[src/rtl/alu_mul_seq.sv]
// Multi-cycle 16x16 shift-and-add multiplier that borrows the external ALU16 for
// every add and doubling step. It returns the low 16 bits of a*b.
module alu_mul_seq #(
    parameter bit EARLY_EXIT = 1'b1
) (
    input  logic        clk,
    input  logic        rst_n,
    input  logic        start,
    input  logic [15:0] a,
    input  logic [15:0] b,
    output logic        busy,
    output logic        done,
    output logic [15:0] product,
    output logic [15:0] alu_x,
    output logic [15:0] alu_y,
    output logic        alu_zx,
    output logic        alu_nx,
    output logic        alu_zy,
    output logic        alu_ny,
    output logic        alu_f,
    output logic        alu_no,
    input  logic [15:0] alu_out,
    input  logic        alu_zr,
    input  logic        alu_ng
);

    typedef enum logic [1:0] {
        S_IDLE,
        S_ADD,
        S_DBL,
        S_DONE
    } state_t;

    state_t      state, state_nxt;
    logic [15:0] acc;
    logic [15:0] mcand;
    logic [15:0] mult;
    logic [4:0]  cnt;

    // The ALU flags carry no information that this sequencer needs.
    logic unused_flags;
    assign unused_flags = &{1'b0, alu_zr, alu_ng};

    // NOTE: sequential state uses <= so that every register samples pre-edge values.
    always_ff @(posedge clk) begin
        if (!rst_n) begin
            state <= S_IDLE;
            acc   <= '0;
            mcand <= '0;
            mult  <= '0;
            cnt   <= '0;
        end else begin
            state <= state_nxt;
            case (state)
                S_IDLE: begin
                    if (start) begin
                        acc   <= '0;
                        mcand <= a;
                        mult  <= b;
                        cnt   <= '0;
                    end
                end
                S_ADD: acc <= alu_out;
                S_DBL: begin
                    mcand <= alu_out;
                    mult  <= mult >> 1;
                    cnt   <= cnt + 5'd1;
                end
                default: ;
            endcase
        end
    end

    // NOTE: every always_comb output gets a default first, so no path can infer a latch.
    always_comb begin
        state_nxt = state;
        alu_x     = '0;
        alu_y     = '0;
        alu_zx    = 1'b0;
        alu_nx    = 1'b0;
        alu_zy    = 1'b0;
        alu_ny    = 1'b0;
        alu_f     = 1'b0;
        alu_no    = 1'b0;
        case (state)
            S_IDLE: begin
                if (start) begin
                    if (EARLY_EXIT && b == 16'd0) state_nxt = S_DONE;
                    else if (b[0])                state_nxt = S_ADD;
                    else                          state_nxt = S_DBL;
                end
            end
            S_ADD: begin
                alu_x     = acc;
                alu_y     = mcand;
                alu_f     = 1'b1;
                state_nxt = S_DBL;
            end
            S_DBL: begin
                alu_x = mcand;
                alu_y = mcand;
                alu_f = 1'b1;
                // mult[15:1] is the multiplier that remains after this shift.
                if ((EARLY_EXIT && mult[15:1] == 15'd0) || cnt == 5'd15) state_nxt = S_DONE;
                else if (mult[1])                                         state_nxt = S_ADD;
                else                                                      state_nxt = S_DBL;
            end
            S_DONE: state_nxt = S_IDLE;
            default: state_nxt = S_IDLE;
        endcase
    end

    assign busy    = (state == S_ADD) || (state == S_DBL);
    assign done    = (state == S_DONE);
    assign product = acc;

endmodule
[config.mk]
export PLATFORM = sky130hd
export DESIGN_NAME = alu_mul_seq
export DESIGN_NICKNAME = d
export VERILOG_FILES = /design/src/rtl/alu_mul_seq.sv
export SDC_FILE = /design/constraint.sdc
export NUM_CORES = 1
export LEC_CHECK = 0
export BUFFER_PORTS_ARGS = -buffer_cell sky130_fd_sc_hd__buf_2
export CORE_MARGIN = 10
export CORE_UTILIZATION = 49
export CTS_CLUSTER_SIZE = 28
export DETAILED_ROUTE_END_ITERATION = 8
export GPL_ROUTABILITY_DRIVEN = 0
export GPL_TIMING_DRIVEN = 1
export PLACE_DENSITY = 0.8
export SLEW_MARGIN = 10
export SYNTH_ARGS = -nofsm -noshare
export SYNTH_HDL_FRONTEND = slang
export SYNTH_SLANG_ARGS = --single-unit
[constraint.sdc]
create_clock -name clk -period 2 [get_ports clk]
set_input_delay 0.1 -clock clk [delete_from_list [all_inputs] [get_ports clk]]
set_output_delay 0.1 -clock clk [all_outputs]
set_load 0.02 [all_outputs]
-- Word-level counts from Yosys, hierarchy flattened
Index checks and enable logic that the tools add are counted.
W data, S select, Z words.
- flip-flop bits (word level): 55
- bits of input ports: 53
- output and inout bits: 56
- logic and storage cells: 38
- $add $sub $neg: 1
- equal/unequal tests: 5
- mux-type cells: 17
- reduce and logical (&&, ||, !) cells: 10
- operator list (kind ; count):
    $pmux W16 S2 ; 4
    $mux W16 ; 4
    $logic_not A16 Y1 ; 1
    $logic_not A15 Y1 ; 1
    $mux W2 ; 5
    $pmux W5 S2 ; 1
    $pmux W2 S4 ; 1
    $add A5 B1 Y5 const B ; 1
    $eq A5 B4 Y1 const B ; 1
    $mux W5 ; 1
    $eq A2 B2 Y1 const B ; 2
    $reduce_and A2 Y1 ; 2
    $reduce_bool A2 Y1 ; 2
    $eq A2 B1 Y1 const B ; 1
    $logic_not A2 Y1 ; 1
    $logic_or A1 B1 Y1 ; 2
    $ne A2 B2 Y1 const B ; 1
    $reduce_or A2 Y1 ; 1
    $mux W1 ; 1

-- Longest topological paths before layout
Gate-level depths: netlist of the first run.
- word-level depth: 4
- mapped depth: 9
- depth with buffers taken out: 6

-- Least setup slack after synthesis of the first run
OpenSTA, ideal clock, no wires.
- path kind: register -> output
- start: register state[0]
- end: output port alu_x[0]
- arrival: 1.734 ns
- required time: 1.900 ns
- path slack: 0.166 ns
- cell stages (with the launch flop): 7
- path buffers: 2
- cells stage by stage: dfxtp_1 -> inv_1 -> ha_1 -> and2_1 -> clkbuf_1 -> buf_2 -> a22o_1
- longest elaborated chain between the ends: 2
- elaborated cells on any way between the ends: 3
- those cells by class: eq/ne: 2; mux: 1
- RTL lines (item ; line ; text):
    start: declaration ; 34 ; state_t state, state_nxt;
    start signal: assignment ; 53 ; state <= state_nxt;
    $eq A2 B2 Y1 or $eq A2 B1 Y1 (tied branches) ; 85 ; case (state)
    $pmux W16 S2 (*) ; 85 ;
    end: declaration ; 14 ; output logic [15:0] alu_x,
Mark *: on every way between the ends. The rest lies on a longest branch, timed or not.

-- Final worst setup path of the first run
- start: register state[0]
- end: output port alu_x[8]
Same word-level chain as after synthesis.

==> results of run 1 <==
-- report_power, final --
| part | total [W] | internal [W] | switching, W |
|---|---|---|---|
| clock network | 0.000605 | 0.000247 | 0.000358 |
| logic | 0.00137 | 0.000557 | 0.000810 |
| registers | 0.00140 | 0.00126 | 0.000144 |
-- placed cells by master, fill, tap and decap left out, types with 3 or more instances in the layout --
cell / n
a211oi_2: 30
a21oi_1: 3
a22o_1: 16
a22oi_1: 16
and2_1: 18
buf_2: 101
buf_4: 7
clkbuf_8: 5
conb_1: 5
dfxtp_1: 54
ha_1: 5
inv_1: 5
mux2i_1: 31
nand2_1: 3
nor2_1: 50
nor2b_1: 3
nor4_1: 6
-- sequential cells by signal, indices dropped and copies added, names as in the netlist --
name	cells
cnt	5
state	2
mult	15
mcand	16
product	16
-- critical path, cell delays in order, from the launching register on --
cell and delay [ns]:
dfxtp_1 0.39, inv_1 0.08, ha_1 0.33, and2_4 0.25, a22o_1 0.25, buf_2 0.16
-- layout make-up --
cell class / instances / area [um2]
fill: 503 / 2080
multi-input combinational: 212 / 1610
sequential: 54 / 1080
timing repair buffer: 110 / 598
tap: 72 / 90.1
clock buffer: 5 / 68.8
inverter: 6 / 22.5
clock inverter: 3 / 21.3
-- metal layers --
metal | vias up | track usage [%] | wire length (um)
met2 | 77 | 27.7 | 3850
met4 | 0 | 4.36 | 65
met1 | 1204 | 18.6 | 3090
met3 | 5 | 4.39 | 703
met5 | - | 0 | 0
li1 | 1258 | - | -
-- how the worst max path moves through the flow --
stage,startpoint,endpoint,slack (ns),cells past startpoint
6_report,state[0]$_SDFFE_PN0P_,alu_x[8],0.13,5
5_1_grt,state[0]$_SDFFE_PN0P_,alu_x[8],0.02,5
4_1_cts,state[0]$_SDFFE_PN0P_,alu_x[8],0.004,5
3_5_place_dp,state[0]$_SDFFE_PN0P_,alu_x[8],0.15,5
3_3_place_gp,state[0]$_SDFFE_PN0P_,alu_x[0],0.25,5
2_1_floorplan,state[0]$_SDFFE_PN0P_,alu_x[0],0.17,6
-- metrics by stage --
step / cells / worst slack [ns] / power (W) / area [um2] / hold WS (ns)
finish: 462 / 0.131 / 0.00337 / 3500 / 0.0379
global route: 462 / 0.0192 / 0.00358 / 3500 / 0.0309
detailed placement: 454 / 0.152 / 0.00279 / 3400 / 0.362
CTS: 462 / 0.00412 / 0.00340 / 3490 / 0.0346
global placement: 454 / 0.248 / 0.00275 / 3400 / 0.349
floorplan: 303 / 0.166 / 0.00243 / 2880 / 0.218
-- kinds of logic after synthesis --
group           Yosys count
other cells               1
compound gates           78
simple gates             91
fa+ha+maj                 6
flops                    54
mux                      32
buf+inv                  37
==> run metrics, run 1 <==
Worst Hold Depth=3; clk_skew=0.0118 ns; HP Class=input port to flop; Worst-path clk slew=0.10 ns; chip width=96.5 um; Antenna Cells=0; I/O pin count=109; Resized cells post-CTS=2; worst path required time=1.90 ns; Core Region=5570 um2; DRT iter0 DRCs=107; hpwl dp=5.90 mm; fmax=535 MHz; worst r2r path cells=7; first-pass GRT wire length=11.9 mm; Nets=448; Clock Tree Buf Depth=2; worst rel slew slack=55.2%; Post-route DRC=0; post-synthesis xor/xnor area fraction=0%; final worst path period need=1.87 ns; initial antenna violation count=0; leakage power=1.55 nW; crit path DAT=1.77 ns; Synth Area in Compound Gates=26.0%; Synth Area in Adders=2.62%; Post-Syn Area=2860 um2; top cells by area, synth=dfxtp_1 (38%), a211oi_2 (13%), mux2i_1 (11%); Post-DRT Antenna Nets=0; Worst Path Class, Setup=flop to output port; Slew @ Worst Pin=0.672 ns; Mapped Avg Cell Area=9.58 um2; drt pass-1 iters=4; FF-to-FF End=cnt[3]$_SDFFE_PN0P_; Initial Utilization=51.4%; cells after synthesis=299; Async SR Flop Fraction=0%; Final Core Density=62.7%; total track usage=15.8%; CP Max Fanout=16; max-cap viol count=0; vias in the first global route=2495; clk sinks=54; Root Buffer Master=clkbuf_8; Seq/Total Area, Yosys=37.7%; r2r setup slk=0.22 ns; Final Hold Fails=0; CP Capture Type=output port; Congestion Overflow GR=0; crit path launch type=flop; Vias/cell=5.51; post-synthesis mux area share=11.2%; Final period util=93.4%; hold buffer count at CTS=0; most common cell in the netlist=dfxtp_1; RR Startpoint=state[0]$_SDFFE_PN0P_; routed via count=2544; Area growth syn-to-layout=22.1%; die area=9300 um2; Inserted Clock Buffers=5; worst skew pair latency=0.31 ns; share of the synthesized area in the top cell type=37.7%; RSZ-0062 raised after global routing=false; Synthesis Warnings=0; count of cell types in the netlist=38; EDFF count, synth=0; largest net degree at the start of global routing=39; Synth Flop Type=dfxtp_1; routed wire length=7.72 mm; H-tree Lvls=2; hold wc startpoint=alu_out[11]; DR WL/cell=16.7 um; status=finished, final reports clean; Core Rows=27; WHS Endpoint=product[11]$_SDFFE_PN0P_; Final Setup Violations=0; simple logic cell fraction of the synthesized area=15.5%; die height=96.5 um; CTS tree=yes; area leader, netlist=dfxtp_1; TNS Setup=0 ns; ratio of total power to cell area=964 nW/um2; largest family of logic cells by synthesized area=compound AO/OA/AOI/OAI gates; Post-synth top cells=dfxtp_1 (54), nor2_1 (50), mux2i_1 (31), a211oi_2 (30), and2_1 (20); post-synthesis register bit count=54; highest ir drop seen on vdd=521 uV; # Post-CTS Setup Buffers=0; max-slew violations=0; share of layout cells above drive strength 1=40.0%; PortBufs=101
(Power assumes the default switching activity.)
==> run 2: changes to the inputs <==
--- a/config.mk
+++ b/config.mk
@@ -5,14 +5,16 @@
 export SDC_FILE = /design/constraint.sdc
 export NUM_CORES = 1
 export LEC_CHECK = 0
+export ABC_AREA = 1
 export BUFFER_PORTS_ARGS = -buffer_cell sky130_fd_sc_hd__buf_2
 export CORE_MARGIN = 10
 export CORE_UTILIZATION = 49
+export CTS_CLUSTER_DIAMETER = 200
 export CTS_CLUSTER_SIZE = 28
 export DETAILED_ROUTE_END_ITERATION = 8
 export GPL_ROUTABILITY_DRIVEN = 0
 export GPL_TIMING_DRIVEN = 1
-export PLACE_DENSITY = 0.8
+export PLACE_DENSITY = 0.76
 export SLEW_MARGIN = 10
 export SYNTH_ARGS = -nofsm -noshare
 export SYNTH_HDL_FRONTEND = slang
==> run 2 against run 1 <==
Sequential power is essentially flat. Maximum frequency fell by 0.49%. Global-route usage up 2.0 points. Cell count rose by 23%. Non-clock buffer count unchanged. Register-to-register slack barely moved. First-iteration DRC count rose by 57%. Critical endpoint is now alu_x[11]. Largest power group is now combinational logic.
==> run metrics, run 2 <==
PortBufs=101 (unchanged); worst skew pair latency=0.31 ns (about the same); Seq pwr share=39.1% (was 41.5%); Mapped Avg Cell Area=6.97 um2 (was 9.58 um2); Comb pwr share=44.1% (was 40.6%); Core Region=5610 um2 (was 5570 um2); area of the multi-input gates=1420 um2 (was 1610 um2); Synth Area in Adders=2.61% (was 2.62%); Post-synth top cells=nand2_1 (97), dfxtp_1 (54), inv_1 (43), a31oi_1 (30), o21ai_0 (28) (was dfxtp_1 (54), nor2_1 (50), mux2i_1 (31), a211oi_2 (30), and2_1 (20)); Clock Tree Buf Depth=2 (unchanged); routed wire length=8.28 mm (was 7.72 mm); most frequent cells in the layout=buf_2 (101), nand2_1 (96), dfxtp_1 (53) (was buf_2 (101), dfxtp_1 (54), nor2_1 (50)); critical path, cell by cell=inv_1 > ha_1 > inv_6 > buf_8 > o22ai_1 > buf_2 (was inv_1 > ha_1 > and2_4 > a22o_1 > buf_2); worst hold slack=0.0429 ns (was 0.0379 ns); final worst path period need=1.88 ns (was 1.87 ns); # fillers=542 (was 503); first-pass GRT wire length=13.6 mm (was 11.9 mm); worst rel slew slack=51.5% (was 55.2%); Tot Pwr=0.00362 W (was 0.00337 W); Synth Area in Compound Gates=21.2% (was 26.0%); hpwl dp=5.94 mm (was 5.90 mm); Seq/Total Area, Yosys=37.6% (was 37.7%); worst path required time=1.90 ns (about the same); H-tree Lvls=2 (unchanged); top cells by area, synth=dfxtp_1 (38%), nand2_1 (13%), a31oi_1 (6.5%) (was dfxtp_1 (38%), a211oi_2 (13%), mux2i_1 (11%)); post-synthesis mux area share=0% (was 11.2%); Internal=0.00206 W (about the same); crit path DAT=1.78 ns (was 1.77 ns); Final Setup Violations=0 (unchanged); Post-Syn Area=2870 um2 (was 2860 um2); Post-route DRC=0 (unchanged); die area=9320 um2 (was 9300 um2); chip width=96.6 um (was 96.5 um); CP max stage delay=0.39 ns (about the same); highest ir drop seen on vdd=882 uV (was 521 uV); max-slew violations=0 (unchanged); cells after synthesis=412 (was 299); Antenna Cells=0 (unchanged); DRT iter0 DRCs=168 (was 107); status=finished, final reports clean (unchanged); leakage power=1.67 nW (was 1.55 nW); Net Sw Power=0.00155 W (was 0.00131 W); Root Buffer Master=clkbuf_8 (unchanged); total track usage=17.8% (was 15.8%); Post-DRT Antenna Nets=0 (unchanged); fmax=533 MHz (was 535 MHz); DR WL/cell=14.5 um (was 16.7 um); HP Class=input port to flop (unchanged); r2r setup slk=0.21 ns (was 0.22 ns); worst r2r path cells=9 (was 7); Final Hold Fails=0 (unchanged); Core Rows=27 (unchanged); Congestion Overflow GR=0 (unchanged); routed via count=2950 (was 2544); placed inst area=3340 um2 (was 3400 um2); Clk pwr share=16.8% (was 17.9%); CTS tree=yes (unchanged); I/O pin count=109 (unchanged); WHS Endpoint=mcand[11]$_SDFFE_PN0P_ (was product[11]$_SDFFE_PN0P_); area leader, netlist=dfxtp_1 (unchanged); max-cap viol count=0 (unchanged); RR Startpoint=state[0]$_SDFFE_PN0P_ (unchanged); clk sinks=54 (unchanged); most common cell in the netlist=nand2_1 (was dfxtp_1); Async SR Flop Fraction=0% (unchanged); share of the synthesized area in the top cell type=37.6% (was 37.7%); simple logic cell fraction of the synthesized area=24.7% (was 15.5%); most common cell after layout, fill and taps aside=buf_2 (unchanged); Vias/cell=5.18 (was 5.51); Reg area=1080 um2 (about the same); count of cell types in the netlist=28 (was 38); Inserted Clock Buffers=5 (unchanged); Worst Path Class, Setup=flop to output port (unchanged); Switching Fraction=42.9% (was 38.9%); Initial Utilization=51.2% (was 51.4%); Worst-path clk slew=0.10 ns (about the same); hold wc startpoint=a[11] (was alu_out[11]); share of layout cells above drive strength 1=26.8% (was 40.0%); drt pass-1 iters=5 (was 4); largest family of logic cells by synthesized area=simple AND/OR/NAND/NOR gates (was compound AO/OA/AOI/OAI gates); Worst Hold Depth=3 (unchanged); crit path launch type=flop (unchanged); Synthesis Warnings=0 (unchanged); post-synthesis register bit count=54 (unchanged); CP Max Fanout=32 (was 16); clk_skew=0.00689 ns (was 0.0118 ns); initial antenna violation count=0 (unchanged); Synth Flop Type=dfxtp_1 (unchanged); vias in the first global route=2885 (was 2495); CP Capture Type=output port (unchanged); Post-Layout Inst Area=3460 um2 (was 3500 um2); hold buffer count at CTS=0 (unchanged); EDFF count, synth=0 (unchanged); RSZ-0062 raised after global routing=true (was false); FF-to-FF End=mult[3]$_SDFFE_PN0P_ (was cnt[3]$_SDFFE_PN0P_); post-synthesis xor/xnor area fraction=0% (unchanged); Slew @ Worst Pin=0.727 ns (was 0.672 ns); largest net degree at the start of global routing=51 (was 39); Final Core Density=61.6% (was 62.7%); # Post-CTS Setup Buffers=0 (unchanged); Critical-path top delay cell=dfxtp_1 (unchanged); ratio of total power to cell area=1050 nW/um2 (was 964 nW/um2); die height=96.6 um (was 96.5 um); Nets=556 (was 448); Final period util=93.9% (was 93.4%); Area growth syn-to-layout=20.3% (was 22.1%)
==> run 2: changes by cell type after synthesis, moves of 15 or more <==
cell / delta
a211oi_2: -29
a21oi_1: +21
a22o_1: -16
a22oi_1: -16
a31oi_1: +30
and2_1: -20
inv_1: +38
mux2i_1: -31
nand2_1: +94
nand3_1: +21
nor2_1: -28
o21ai_0: +26
o22ai_1: +15
==> run 2: worst max-delay path by stage <==
| stage | start | endpoint | slack [ns] | depth (start not counted) |
|---|---|---|---|---|
| 2_1_floorplan | state[0]$_SDFFE_PN0P_ | alu_x[0] | 0.07 | 6 |
| 3_3_place_gp | state[1]$_SDFFE_PN0P_ | alu_x[11] | 0.19 | 5 |
| 3_5_place_dp | state[0]$_SDFFE_PN0P_ | product[4]$_SDFFE_PN0P_ | 0.12 | 7 |
| 4_1_cts | state[1]$_SDFFE_PN0P_ | alu_x[11] | 0.04 | 5 |
| 5_1_grt | state[0]$_SDFFE_PN0P_ | alu_x[11] | -0.009 | 6 |
| 6_report | state[0]$_SDFFE_PN0P_ | alu_x[11] | 0.12 | 6 |
==> run 2: area by class of cell <==
class                   instances  share of cell area, %
repair buffers                110                   17.4
inverters                      45                   5.10
clock inverters                 2                  0.398
well taps                      72                   2.61
flip-flops and latches         54                   31.3
multi-input cells             281                   41.2
clock buffers                   5                   1.99
==> run 2: power groups by stage <==
| stage | clock (W) | sequential (W) | combinational [W] |
|---|---|---|---|
| global placement | 0 | 0.00143 | 0.00152 |
| CTS | 0.000616 | 0.00141 | 0.00156 |
| global route | 0.000657 | 0.00145 | 0.00178 |
| finish | 0.000608 | 0.00141 | 0.00159 |
| detailed placement | 0 | 0.00144 | 0.00155 |
| floorplan | 0 | 0.00144 | 0.00117 |
==> run 2: per-layer routing <==
| layer | track usage [%] | vias up | part of all wire [%] |
|---|---|---|---|
| li1 | - | 1507 | - |
| met1 | 22.1 | 1333 | 42 |
| met2 | 29.7 | 100 | 49 |
| met3 | 3.93 | 10 | 6.9 |
| met4 | 6.17 | 0 | 1.8 |
| met5 | 0 | - | 0 |
==> run 2: cell families after synthesis <==
kind of cell    count (synthesis)
other cells                     1
simple gates                  164
fa+ha+maj                       6
flops                          54
buf+inv                        81
compound gates                106
==> run 2: worst max-delay path: cells and delay by family (launching register included) <==
kind | cells | cell delay (ns)
buf+inv | 4 | 0.69
flops | 1 | 0.39
compound gates | 1 | 0.13
fa+ha+maj | 1 | 0.26
==> run 2: metrics by stage <==
| step | TNS, ns | cells | setup WS [ns] |
|---|---|---|---|
| after global routing | -0.00903 | 569 | -0.00903 |
| after floorplan | 0 | 416 | 0.0676 |
| after global placement | 0 | 562 | 0.186 |
| after CTS | 0 | 569 | 0.0435 |
| after detailed placement | 0 | 562 | 0.123 |
| final | 0 | 569 | 0.122 |
==> run 2: what timing repair did <==
| action | in CTS | in global routing |
|---|---|---|
| resized for setup | 2 | 9 |
| endpoints found under the setup margin | 16 | 27 |
| gates cloned | 0 | 0 |
==> run 3: changes to the inputs <==
--- a/config.mk
+++ b/config.mk
@@ -6,6 +6,7 @@
 export NUM_CORES = 1
 export LEC_CHECK = 0
 export ABC_AREA = 1
+export ABC_CLOCK_PERIOD_IN_PS = 2000
 export BUFFER_PORTS_ARGS = -buffer_cell sky130_fd_sc_hd__buf_2
 export CORE_MARGIN = 10
 export CORE_UTILIZATION = 49
@@ -15,6 +16,8 @@
 export GPL_ROUTABILITY_DRIVEN = 0
 export GPL_TIMING_DRIVEN = 1
 export PLACE_DENSITY = 0.76
+export RECOVER_POWER = 50
+export REMOVE_ABC_BUFFERS = 1
 export SLEW_MARGIN = 10
 export SYNTH_ARGS = -nofsm -noshare
 export SYNTH_HDL_FRONTEND = slang
==> run 3 against run 2 <==
Clock power grew 21%. Maximum frequency fell by 3.1%. Count of clock-buffer cells in the layout grew 2. First-iteration DRC count rose by 31%. Sequential power is essentially flat. Non-clock buffer count is 3 higher. Cell count is 0.70% higher. Final area increased by 1.1%. Global-route usage increased by 0.87 points. Critical path type unchanged. Largest cell class unchanged. Largest power group unchanged. Highest routed layer unchanged.
==> run metrics, run 3 (synthesized netlist as in run 2, its figures left out) <==
worst skew pair latency=0.31 ns (about the same); DR WL/cell=15.1 um (was 14.5 um); Clock Tree Buf Depth=2 (unchanged); placed inst area=3380 um2 (was 3340 um2); area of the multi-input gates=1430 um2 (was 1420 um2); ratio of total power to cell area=1090 nW/um2 (was 1050 nW/um2); crit path DAT=1.84 ns (was 1.78 ns); H-tree Lvls=2 (unchanged); CP Max Fanout=18 (was 32); I/O pin count=109 (unchanged); Comb pwr share=43.5% (was 44.1%); pre-CTS WS=-0.0126 ns (was 0.123 ns); Post-Layout Inst Area=3490 um2 (was 3460 um2); Area growth syn-to-layout=21.7% (was 20.3%); first-pass GRT wire length=14.2 mm (was 13.6 mm); fmax=516 MHz (was 533 MHz); routed via count=3039 (was 2950); routed wire length=8.63 mm (was 8.28 mm); Buf/Inv on CP=3 (was 4); hold wc startpoint=a[12] (was a[11]); Vias/cell=5.30 (was 5.18); clk_skew=0.00767 ns (was 0.00689 ns); Reg area=1080 um2 (about the same); most common cell after layout, fill and taps aside=nand2_1 (was buf_2); Inserted Clock Buffers=5 (unchanged); Initial Utilization=51.2% (unchanged); # Post-CTS Setup Buffers=0 (unchanged); max-slew violations=0 (unchanged); largest net degree at the start of global routing=34 (was 51); critical path, cell by cell=inv_1 > ha_2 > buf_6 > nand2_1 > o22ai_1 > buf_2 (was inv_1 > ha_1 > inv_6 > buf_8 > o22ai_1 > buf_2); hpwl dp=6.20 mm (was 5.94 mm); met2 WL=3.93 mm (was 4.08 mm); Seq pwr share=37.3% (was 39.1%); initial antenna violation count=0 (unchanged); Core Rows=27 (unchanged); Final period util=96.8% (was 93.9%); RR Startpoint=state[0]$_SDFFE_PN0P_ (unchanged); Post-DRT Antenna Nets=0 (unchanged); Worst Path Class, Setup=flop to output port (unchanged); Clk pwr share=19.2% (was 16.8%); status=finished, final reports clean (unchanged); CP max stage delay=0.40 ns (was 0.39 ns); PortBufs=101 (unchanged); Final Setup Violations=0 (unchanged); Post-Route M1 WL=3.57 mm (was 3.48 mm); delay-heaviest family, CP=buffers and inverters (unchanged); Critical-path top delay cell=dfxtp_1 (unchanged); Post-route DRC=0 (unchanged); Nets=559 (was 556); vias in the first global route=3100 (was 2885); die height=96.6 um (unchanged); most frequent cells in the layout=nand2_1 (96), buf_2 (84), dfxtp_1 (54) (was buf_2 (101), nand2_1 (96), dfxtp_1 (53)); CP startpoint=state[0]$_SDFFE_PN0P_ (unchanged); Antenna Cells=0 (unchanged); Slew @ Worst Pin=0.793 ns (was 0.727 ns); Switching Fraction=41.3% (was 42.9%); worst rel slew slack=47.1% (was 51.5%); Net Sw Power=0.00157 W (was 0.00155 W); final worst slack=0.0630 ns (was 0.122 ns); drt pass-1 iters=4 (was 5); crit path launch type=flop (unchanged); leakage power=1.63 nW (was 1.67 nW); CTS tree=yes (unchanged); Tot Pwr=0.00381 W (was 0.00362 W); max-cap viol count=0 (unchanged); Final Core Density=62.3% (was 61.6%); HP Class=input port to flop (unchanged); chip width=96.6 um (unchanged); Internal=0.00224 W (was 0.00206 W); DR top layer=met4 (unchanged); Final Hold Fails=0 (unchanged); WL met3=1.01 mm (was 575 um); share of layout cells above drive strength 1=23.4% (was 26.8%); Root Buffer Master=clkbuf_8 (unchanged); Congestion Overflow GR=0 (unchanged); DRT iter0 DRCs=220 (was 168); total track usage=18.7% (was 17.8%); # fillers=534 (was 542); Worst-path clk slew=0.10 ns (about the same); die area=9320 um2 (unchanged); CP Capture Type=output port (unchanged); highest ir drop seen on vdd=504 uV (was 882 uV); Core Region=5610 um2 (unchanged); clk sinks=54 (unchanged); final worst path period need=1.94 ns (was 1.88 ns); worst path required time=1.90 ns (about the same)
-- run 3: cell count changes in the layout (fill, tap and decap cells not counted), moves of 2 or more --
cell | previous run | this run
buf_12 | 1 | 3
buf_2 | 101 | 84
buf_4 | 6 | 8
buf_8 | 2 | 0
clkbuf_1 | 0 | 19
-- run 3: stage by stage --
| step | hold slack (ns) | instances | TNS, ns |
|---|---|---|---|
| 2_1_floorplan | 0.238 | 380 | -17.36 |
| 3_3_place_gp | 0.368 | 565 | 0 |
| 3_5_place_dp | 0.377 | 565 | -0.0126 |
| 4_1_cts | 0.0368 | 573 | 0 |
| 5_1_grt | 0.0423 | 573 | -0.0749 |
| 6_report | 0.0403 | 573 | 0 |
-- run 3: worst paths after layout --
kind / depth (start not counted) / slack (ns) / endpoint
setup / recovery: 6 / 0.06 / alu_x[6]
hold / removal: 3 / 0.04 / mcand[12]$_SDFFE_PN0P_
setup reg to reg: 9 / 0.17 / mcand[5]$_SDFFE_PN0P_
hold reg to reg: 2 / 0.47 / cnt[4]$_SDFFE_PN0P_
-- run 3: power by group through the flow --
stage	clock (W)	combinational [W]	sequential [W]
2_1_floorplan	0	0.000969	0.00144
3_3_place_gp	0	0.00158	0.00143
3_5_place_dp	0	0.00161	0.00144
4_1_cts	0.000744	0.00163	0.00142
5_1_grt	0.000776	0.00185	0.00144
6_report	0.000733	0.00166	0.00142
-- run 3: area by class of cell --
type                    count  area share [%]
repair buffers            113            17.6
inverters                  45            5.05
clock inverters             1           0.859
multi-input cells         281            40.8
flip-flops and latches     54            30.9
well taps                  72            2.58
clock buffers               7            2.18
-- run 3: what timing repair did --
action,in CTS,in global routing
resized for setup,3,7
hold buffers,0,0
endpoints found under the setup margin,16,39
hold endpoints to repair,0,0
cloned,0,0
-- run 3: per-layer routing --
metal	vias up	track usage, %
met5	-	0
met4	0	5.57
met3	13	7.32
met2	131	31.3
met1	1383	21.6
li1	1512	-
-- run 3: worst min-delay path: cells and delay by family --
family | cells | cell delay (ns)
buf+inv | 1 | 0.09
compound gates | 1 | 0.07
simple gates | 1 | 0.05
